File: src/rtl/operand_bit_streamer.sv
// Bit-serial reader for a WIDTH-bit operand: load once, then one bit per accepted next (LSB first; MSB first when MSB_FIRST_EN is defined).
// Latency: first bit is valid the cycle after load; stream_done pulses the cycle after the last next. Stalls indefinitely while next is low.
module operand_bit_streamer #(
  parameter int WIDTH = 1024,
  parameter int CNT_W = $clog2(WIDTH + 1)
) (
  input  logic             clk,
  input  logic             rest,
  input  logic [WIDTH-1:0] in_number,
  input  logic             load,
  input  logic             next,
  output logic             bit_out,
  output logic             bit_valid,
  output logic [CNT_W-1:0] bits_left,
  output logic             stream_done,
  output logic             busy
);

  typedef enum logic [1:0] {
    IDLE   = 2'd0,
    STREAM = 2'd1,
    DONE   = 2'd2
  } state_t;

  state_t           state;
  logic [WIDTH-1:0] shift_reg;
  logic [WIDTH-1:0] shift_nxt;

`ifdef MSB_FIRST_EN
  assign shift_nxt = {shift_reg[WIDTH-2:0], 1'b0};
  assign bit_out   = bit_valid & shift_reg[WIDTH-1];
`else
  assign shift_nxt = {1'b0, shift_reg[WIDTH-1:1]};
  assign bit_out   = bit_valid & shift_reg[0];
`endif

  always_ff @(posedge clk) begin
    if (rest) begin
      state       <= IDLE;
      shift_reg   <= '0;
      bits_left   <= '0;
      bit_valid   <= 1'b0;
      stream_done <= 1'b0;
      busy        <= 1'b0;
    end else begin
      stream_done <= 1'b0;
      case (state)
        IDLE, DONE: begin
          if (load) begin
            state     <= STREAM;
            shift_reg <= in_number;
            bits_left <= CNT_W'(WIDTH);
            bit_valid <= 1'b1;
            busy      <= 1'b1;
          end else begin
            state <= IDLE;
          end
        end
        STREAM: begin
          // A load here aborts silently and wins over a simultaneous next.
          if (load) begin
            shift_reg <= in_number;
            bits_left <= CNT_W'(WIDTH);
          end else if (next) begin
            shift_reg <= shift_nxt;
            bits_left <= bits_left - CNT_W'(1);
            if (bits_left == CNT_W'(1)) begin
              state       <= DONE;
              bit_valid   <= 1'b0;
              busy        <= 1'b0;
              stream_done <= 1'b1;
            end
          end
        end
        default: begin
          state     <= IDLE;
          bits_left <= '0;
          bit_valid <= 1'b0;
          busy      <= 1'b0;
        end
      endcase
    end
  end

endmodule

File: config.mk
export PLATFORM = sky130hd
export DESIGN_NAME = operand_bit_streamer
export DESIGN_NICKNAME = d
export VERILOG_FILES = /design/src/rtl/operand_bit_streamer.sv
export SDC_FILE = /design/constraint.sdc
export NUM_CORES = 2
export LEC_CHECK = 0
export ABC_CLOCK_PERIOD_IN_PS = 1600
export CAP_MARGIN = 20
export CORE_AREA = 2 2 409 411
export DETAILED_ROUTE_END_ITERATION = 6
export DIE_AREA = 0 0 411 413
export DONT_BUFFER_PORTS = 1
export GPL_TIMING_DRIVEN = 0
export PLACE_DENSITY = 0.48
export RECOVER_POWER = 50
export SKIP_LAST_GASP = 1
export SYNTH_ARGS = -nofsm -noshare
export SYNTH_HDL_FRONTEND = slang
export SYNTH_SLANG_ARGS = --single-unit
File: constraint.sdc
create_clock -name clk -period 1.6 [get_ports clk]
set_input_delay 0.16 -clock clk [delete_from_list [all_inputs] [get_ports clk]]
set_output_delay 0.16 -clock clk [all_outputs]
set_load 0.05 [all_outputs]
---- Word-level counts from Yosys, hierarchy flattened ----
Cells that the tools add are included.
cells by class
  add/subtract/negate cells ............... 1
  equal/unequal tests ..................... 8
  multiplexer cells ....................... 19
  bitwise gates (word level) .............. 3
  reductions and logical operators ........ 8
operators by type and width
  operator                                               count
  2-to-1 mux 1024 bit                                    3
  case mux 1024 bit (2 select lines)                     1
  2-to-1 mux 11 bit                                      3
  case mux 11 bit (2 select lines)                       1
  equality test 11 x 1 -> 1 bit (second input constant)  1
  subtractor 11 x 1 -> 11 bit (second input constant)    1
  != test 2 bit (second input constant)                  4
  2-to-1 mux 1 bit                                       6
  2-to-1 mux 2 bit                                       3
  AND reduction 3 bit                                    2
  case mux 2 bit (2 select lines)                        1
  AND reduction 4 bit                                    1
  OR reduction 4 bit                                     1
  != test 3 bit (second input constant)                  1
  equality test 2 x 1 -> 1 bit (second input constant)   1
  equality test 2 bit (second input constant)            1
  logical NOT 2 bit                                      1
  NOT 1 bit                                              2
  case mux 1 bit (2 select lines)                        1
  AND reduction 2 bit                                    1
  nonzero test 2 bit                                     1
  OR reduction 2 bit                                     1
  AND 1 bit                                              1
storage, ports and cells
  bits in registers ....................... 1039
  input bits .............................. 1028
  output and inout bits ................... 15
  word-level logic and storage cells ...... 44

---- Depth between registers and ports, before layout ----
  depth in word-level cells ............... 5
  mapped depth ............................ 8
  depth with buffers taken out ............ 6

---- Worst setup path after synthesis ----
OpenSTA, ideal clock, no wires.
  path type ............................... register to register
  from .................................... register bits_left[1]
  to ...................................... register bits_left[10]
  library setup time ...................... 132 ps
  arrival time ............................ 1749 ps
  required time ........................... 1468 ps
  path slack .............................. -281 ps
  stages on the path, launching flop included .. 7
  period minus slack after synthesis ...... 1881 ps
  cell sequence ........................... dfxtp_1 inv_1 ha_1 or3b_2 o31a_1 o21ai_0 a21oi_1
on the way
  longest elaborated chain between the ends .. 4
ends and longest elaborated chain
  item                              line  RTL
  from (decl)                       14    output logic [CNT_W-1:0] bits_left,
  from (signal assigned)            52    bits_left <= CNT_W'(WIDTH);
  from (signal assigned)            63    bits_left <= CNT_W'(WIDTH);
  from (signal assigned)            66    bits_left <= bits_left - CNT_W'(1);
  subtractor 11 x 1 -> 11 bit       66
  2-to-1 mux 11 bit                 64    end else if (next) begin
  2-to-1 mux 11 bit                 61    if (load) begin
  case mux 11 bit (2 select lines)  47    case (state)
Every way passes these cells. The select of a mux whose other input is x is not followed.
A chain may end at the register's enable or synchronous reset.

---- Worst setup path in the final report ----
  from .................................... register state[1]
  to ...................................... register shift_reg[723]
on the way
  longest elaborated chain between the ends .. 4
  elaborated cells on any way between the ends .. 9
ends and longest elaborated chain
  item                                                           line  RTL
  from (decl)                                                    25    state_t state;
  from (signal assigned)                                         39    state <= IDLE;
  from (signal assigned)                                         50    state <= STREAM;
  from (signal assigned)                                         56    state <= IDLE;
  equality test 2 bit or logical NOT 2 bit (tied branches)       47
  OR reduction 2 bit                                             47
  != test 2 bit (no line) or nonzero test 2 bit (tied branches)  n/a
  AND reduction 3 bit (no line)                                  n/a
  to (signal assigned)                                           51    shift_reg <= in_number;
  to (signal assigned)                                           62    shift_reg <= in_number;
  to (signal assigned)                                           65    shift_reg <= shift_nxt;
  to (decl)                                                      26    logic [WIDTH-1:0] shift_reg;
Several ways; a longest one is shown, not always the timed one.

==> impl.org <==
** Outcome
- The run finished, with violations left.
- Violations in the final reports :: negative setup slack

** Synthesis
- Number of distinct library cell variants in the gate-level netlist after synthesis :: 37
- The number of nets handed over by synthesis was 6,820.
- Most used flip-flop cell after synthesis :: dfxtp_1
- Mean cell area of the mapped netlist :: about 7.7 um^2
- Flops & latches, synth :: 1,039
- For this run, the register share of the synthesized area comes to between 40 and 50%.
- Fraction of registers with async set/reset :: 0%
- Count of flip-flops with a built-in enable after synthesis :: 0
- Yosys printed 0 warnings.
- Counting every instance in the synthesized netlist gives just under 6,000.
- Post-synth design cell area :: 44,400 um^2

** Die
- Count of pins on the block boundary :: ~1,000
- Effective utilization at floorplan :: a little over a quarter
- The floorplan has 150 rows.
- Die outline area :: approximately 170,000 um^2
- The die is 411 um wide.
- The die is about 410 um tall.
- Total core area :: between 150,000 and 200,000 um^2

** Final layout
- At the end of the flow the core is filled with cells to 40.5%.
- Largest register FFs :: 1,024
- The area growth from synthesis to layout is 51.1%.
- Post-layout net count :: 8,046
- Most used cells in the layout excluding fill and tap cells :: nand2_1, nor2_1, dfxtp_1
- For this run, the number of standard cells in the final layout without fillers is 9,406.
- Share of cells above drive strength 1 :: 13.9%
- Most common library cell in the layout ignoring fill and taps :: nand2_1

** Power and ir drop
- The internal portion of the total power is about 50 mW.
- Fraction of power consumed by the clock network :: about two fifths
- Worst ir drop on vdd :: between 1 and 1.5 mV
- Combinational fraction of design power :: between 15 and 20%
- Power per cell area :: approximately 1000 nW/um^2
- Net switching power :: ~19 mW
- For this design the static power due to leakage is roughly 27 nW.
- Of the total power, the share spent switching nets is roughly 28%.
- Part of the total power dissipated in sequential elements :: between 40% and 50%

** GRT
- The via count of the first global-routing pass came to between 40,000 and 50,000.
- Entering global routing, the biggest net connects 16 pins.
- Initial antenna violation count :: 95
- Global routing used between 20 and 25% of the available tracks.
- The first global-routing pass estimated between 200,000 and 300,000 um of wire.
- Overall overflow remaining after global route :: 0

** Detailed routing
- Routed WL :: approximately 200,000 um
- In the final routed layout, each cell accounts on average for 21.3 um.
- The detailed router placed approximately 48,000 vias in this run.
- Detail-routed via count per cell :: about 5
- First-pass iteration count of the detailed router :: 6
- Remaining number of nets flagged by the antenna check after routing :: 0
- In this run, the number of DRC markers left after iteration 0 of detailed routing was ~3,900.
- Remaining routing DRC violations :: 0

** Worst setup path
- STA classifies the critical path startpoint as a flop.
- Required arrival time at the worst endpoint :: 2210 ps
- Nature of the critical path endpoint :: flop
- Data on the critical path arrives at its endpoint at 2520 ps.
- Worst Path Max Fanout :: 7
- The worst setup path is of the flop to flop kind.

** Placement
- Detailed placement finished with a half-perimeter wire length of between 100,000 and 150,000 um.
- Port Buffers :: 0
- After detailed placement, the design holds a cell count of roughly 8,000.
- Routability-driven placement finished with a final weighted congestion of about 0.94.
- Prior to clock tree synthesis, the placed netlist has a worst setup slack of -1410 ps.

** STA
- Final setup vio count :: approximately 1,000
- Setup repair after global routing missed its margin :: yes
- The routed design could run at a clock period as short as approximately 1900 ps.
- Hold WS :: around 120 ps
- Derived from the worst setup path, the maximum achievable clock frequency is 0.522 GHz.
- Share of the clock period used by the worst path after layout :: 120%
- The hold violation total from the final report is 0.
- Final setup slack of the worst path :: -315 ps
- Between clock sinks in the finished design, the worst skew comes to ~21 ps.
- Summed negative setup slack over all endpoints :: -184,720 ps
- The count of pins over their slew limit was 0.
- Worst Max-Slew Pin Slew :: roughly 850 ps
- Slew HR :: a little over two fifths

** CTS
- Root Buffer Master :: clkbuf_16
- Clock-pin slew was measured on the worst setup and hold paths at roughly 60 ps.
- The longest clock path from root to sink contains 3 buffers.
- Clock Latency Late Sink :: approximately 760 ps
- CTS saw just over 1,000 sinks.
- Number of CTS-inserted buffers :: between 100 and 150
- # H-tree levels :: 3
- CTS tree :: built

** Run
- Reported max-cap violation count :: 0

** Min path
- Worst hold-check path type :: primary input to flop
-- metrics by stage --
| stage | area (um^2) | total power [mW] |
|---|---|---|
| finish | 67100 | 70.4 |
| global route | 67100 | 73.1 |
| CTS | 64700 | 70.0 |
| detailed placement | 47200 | 37.3 |
| global placement | 47200 | 37.2 |
| floorplan | 44400 | 35.0 |
-- metal layers --
metal / wire [um] / vias to the layer above / share of wire (%) / track usage [%]
met5: 227 / - / 0.11 / 0
met4: 7310 / 34 / 3.6 / 8.30
met3: 13700 / 435 / 6.8 / 5.28
met2: 93800 / 1865 / 47 / 36.1
met1: 85400 / 23138 / 43 / 27.5
li1: - / 22776 / - / -
-- synthesized netlist by cell type (3+ instances only) --
master	number	area, um^2
a21oi_1	9	45.0
a311oi_1	1028	9000
a31oi_1	4	25.0
buf_1	19	71.3
buf_2	319	1600
buf_4	16	120
buf_6	3	33.8
clkbuf_1	220	826
dfxtp_1	1039	20800
inv_1	4	15.0
nand2_1	2051	7700
nor2_1	1033	3880
nor2b_1	4	25.0
nor3_1	5	25.0
nor4b_1	3	26.3
o21ai_0	9	45.0
-- cells by family (layout without fill, tap and decap cells) --
kind of cell | after synthesis | after routing | share of synthesized area, %
AOI/OAI and AO/OA | 1054 | 1054 | 20.6
and+or+nand+nor | 3113 | 3113 | 26.5
buffers and inverters | 581 | 1906 | 5.99
muxes | 1 | 1 | 0.0225
adders and majority gates | 2 | 2 | 0.0563
other | 0 | 87 | 0
DFF | 1039 | 1039 | 46.8
-- power by group through the flow --
stage | registers [mW] | clock network (mW) | logic (mW)
floorplan | 29.6 | 0 | 5.44
global placement | 29.9 | 0 | 7.29
detailed placement | 29.9 | 0 | 7.41
CTS | 29.4 | 29.6 | 11.0
global route | 29.7 | 30.6 | 12.9
finish | 29.4 | 29.0 | 11.9
-- final cells by class --
class	instances	area, um^2
Antenna cell	87	218
Buffer	572	4940
Clock buffer	181	3630
Clock inverter	41	488
Fill cell	16609	98800
Inverter	4	15.0
Multi-Input combinational cell	4170	22200
Sequential cell	1039	20800
Tap cell	2204	2760
Timing Repair Buffer	1108	12000
-- critical path, stage by stage, from the launching register on --
cell and delay, ps:
dfxtp_4 370, or3b_4 410, buf_12 180, buf_16 180, buf_12 160, buf_4 140, clkbuf_16 150, nand2_1 60
a311oi_1 80
-- worst paths after layout --
kind | start | end | depth (start not counted) | slack [ps]
min | in_number[842] | shift_reg[842]$_SDFFE_PP0P_ | 3 | 120
min reg2reg | shift_reg[400]$_SDFFE_PP0P_ | shift_reg[399]$_SDFFE_PP0P_ | 2 | 460
max | state[1]$_SDFFE_PP0P_ | shift_reg[723]$_SDFFE_PP0P_ | 8 | -320
max reg2reg | state[1]$_SDFFE_PP0P_ | shift_reg[723]$_SDFFE_PP0P_ | 8 | -320
-- timing repair --
item / 4_1_cts / 5_1_grt
hold endpoints to repair: 1039 / 0
gates resized for setup: 700 / 496
setup endpoints to repair: 1045 / 1048
pin swaps: 121 / 49
buffers inserted: 18 / 13
cloned: 25 / 27
hold buffers: 1026 / 0
No activity file was read; power rests on OpenSTA's default activity.
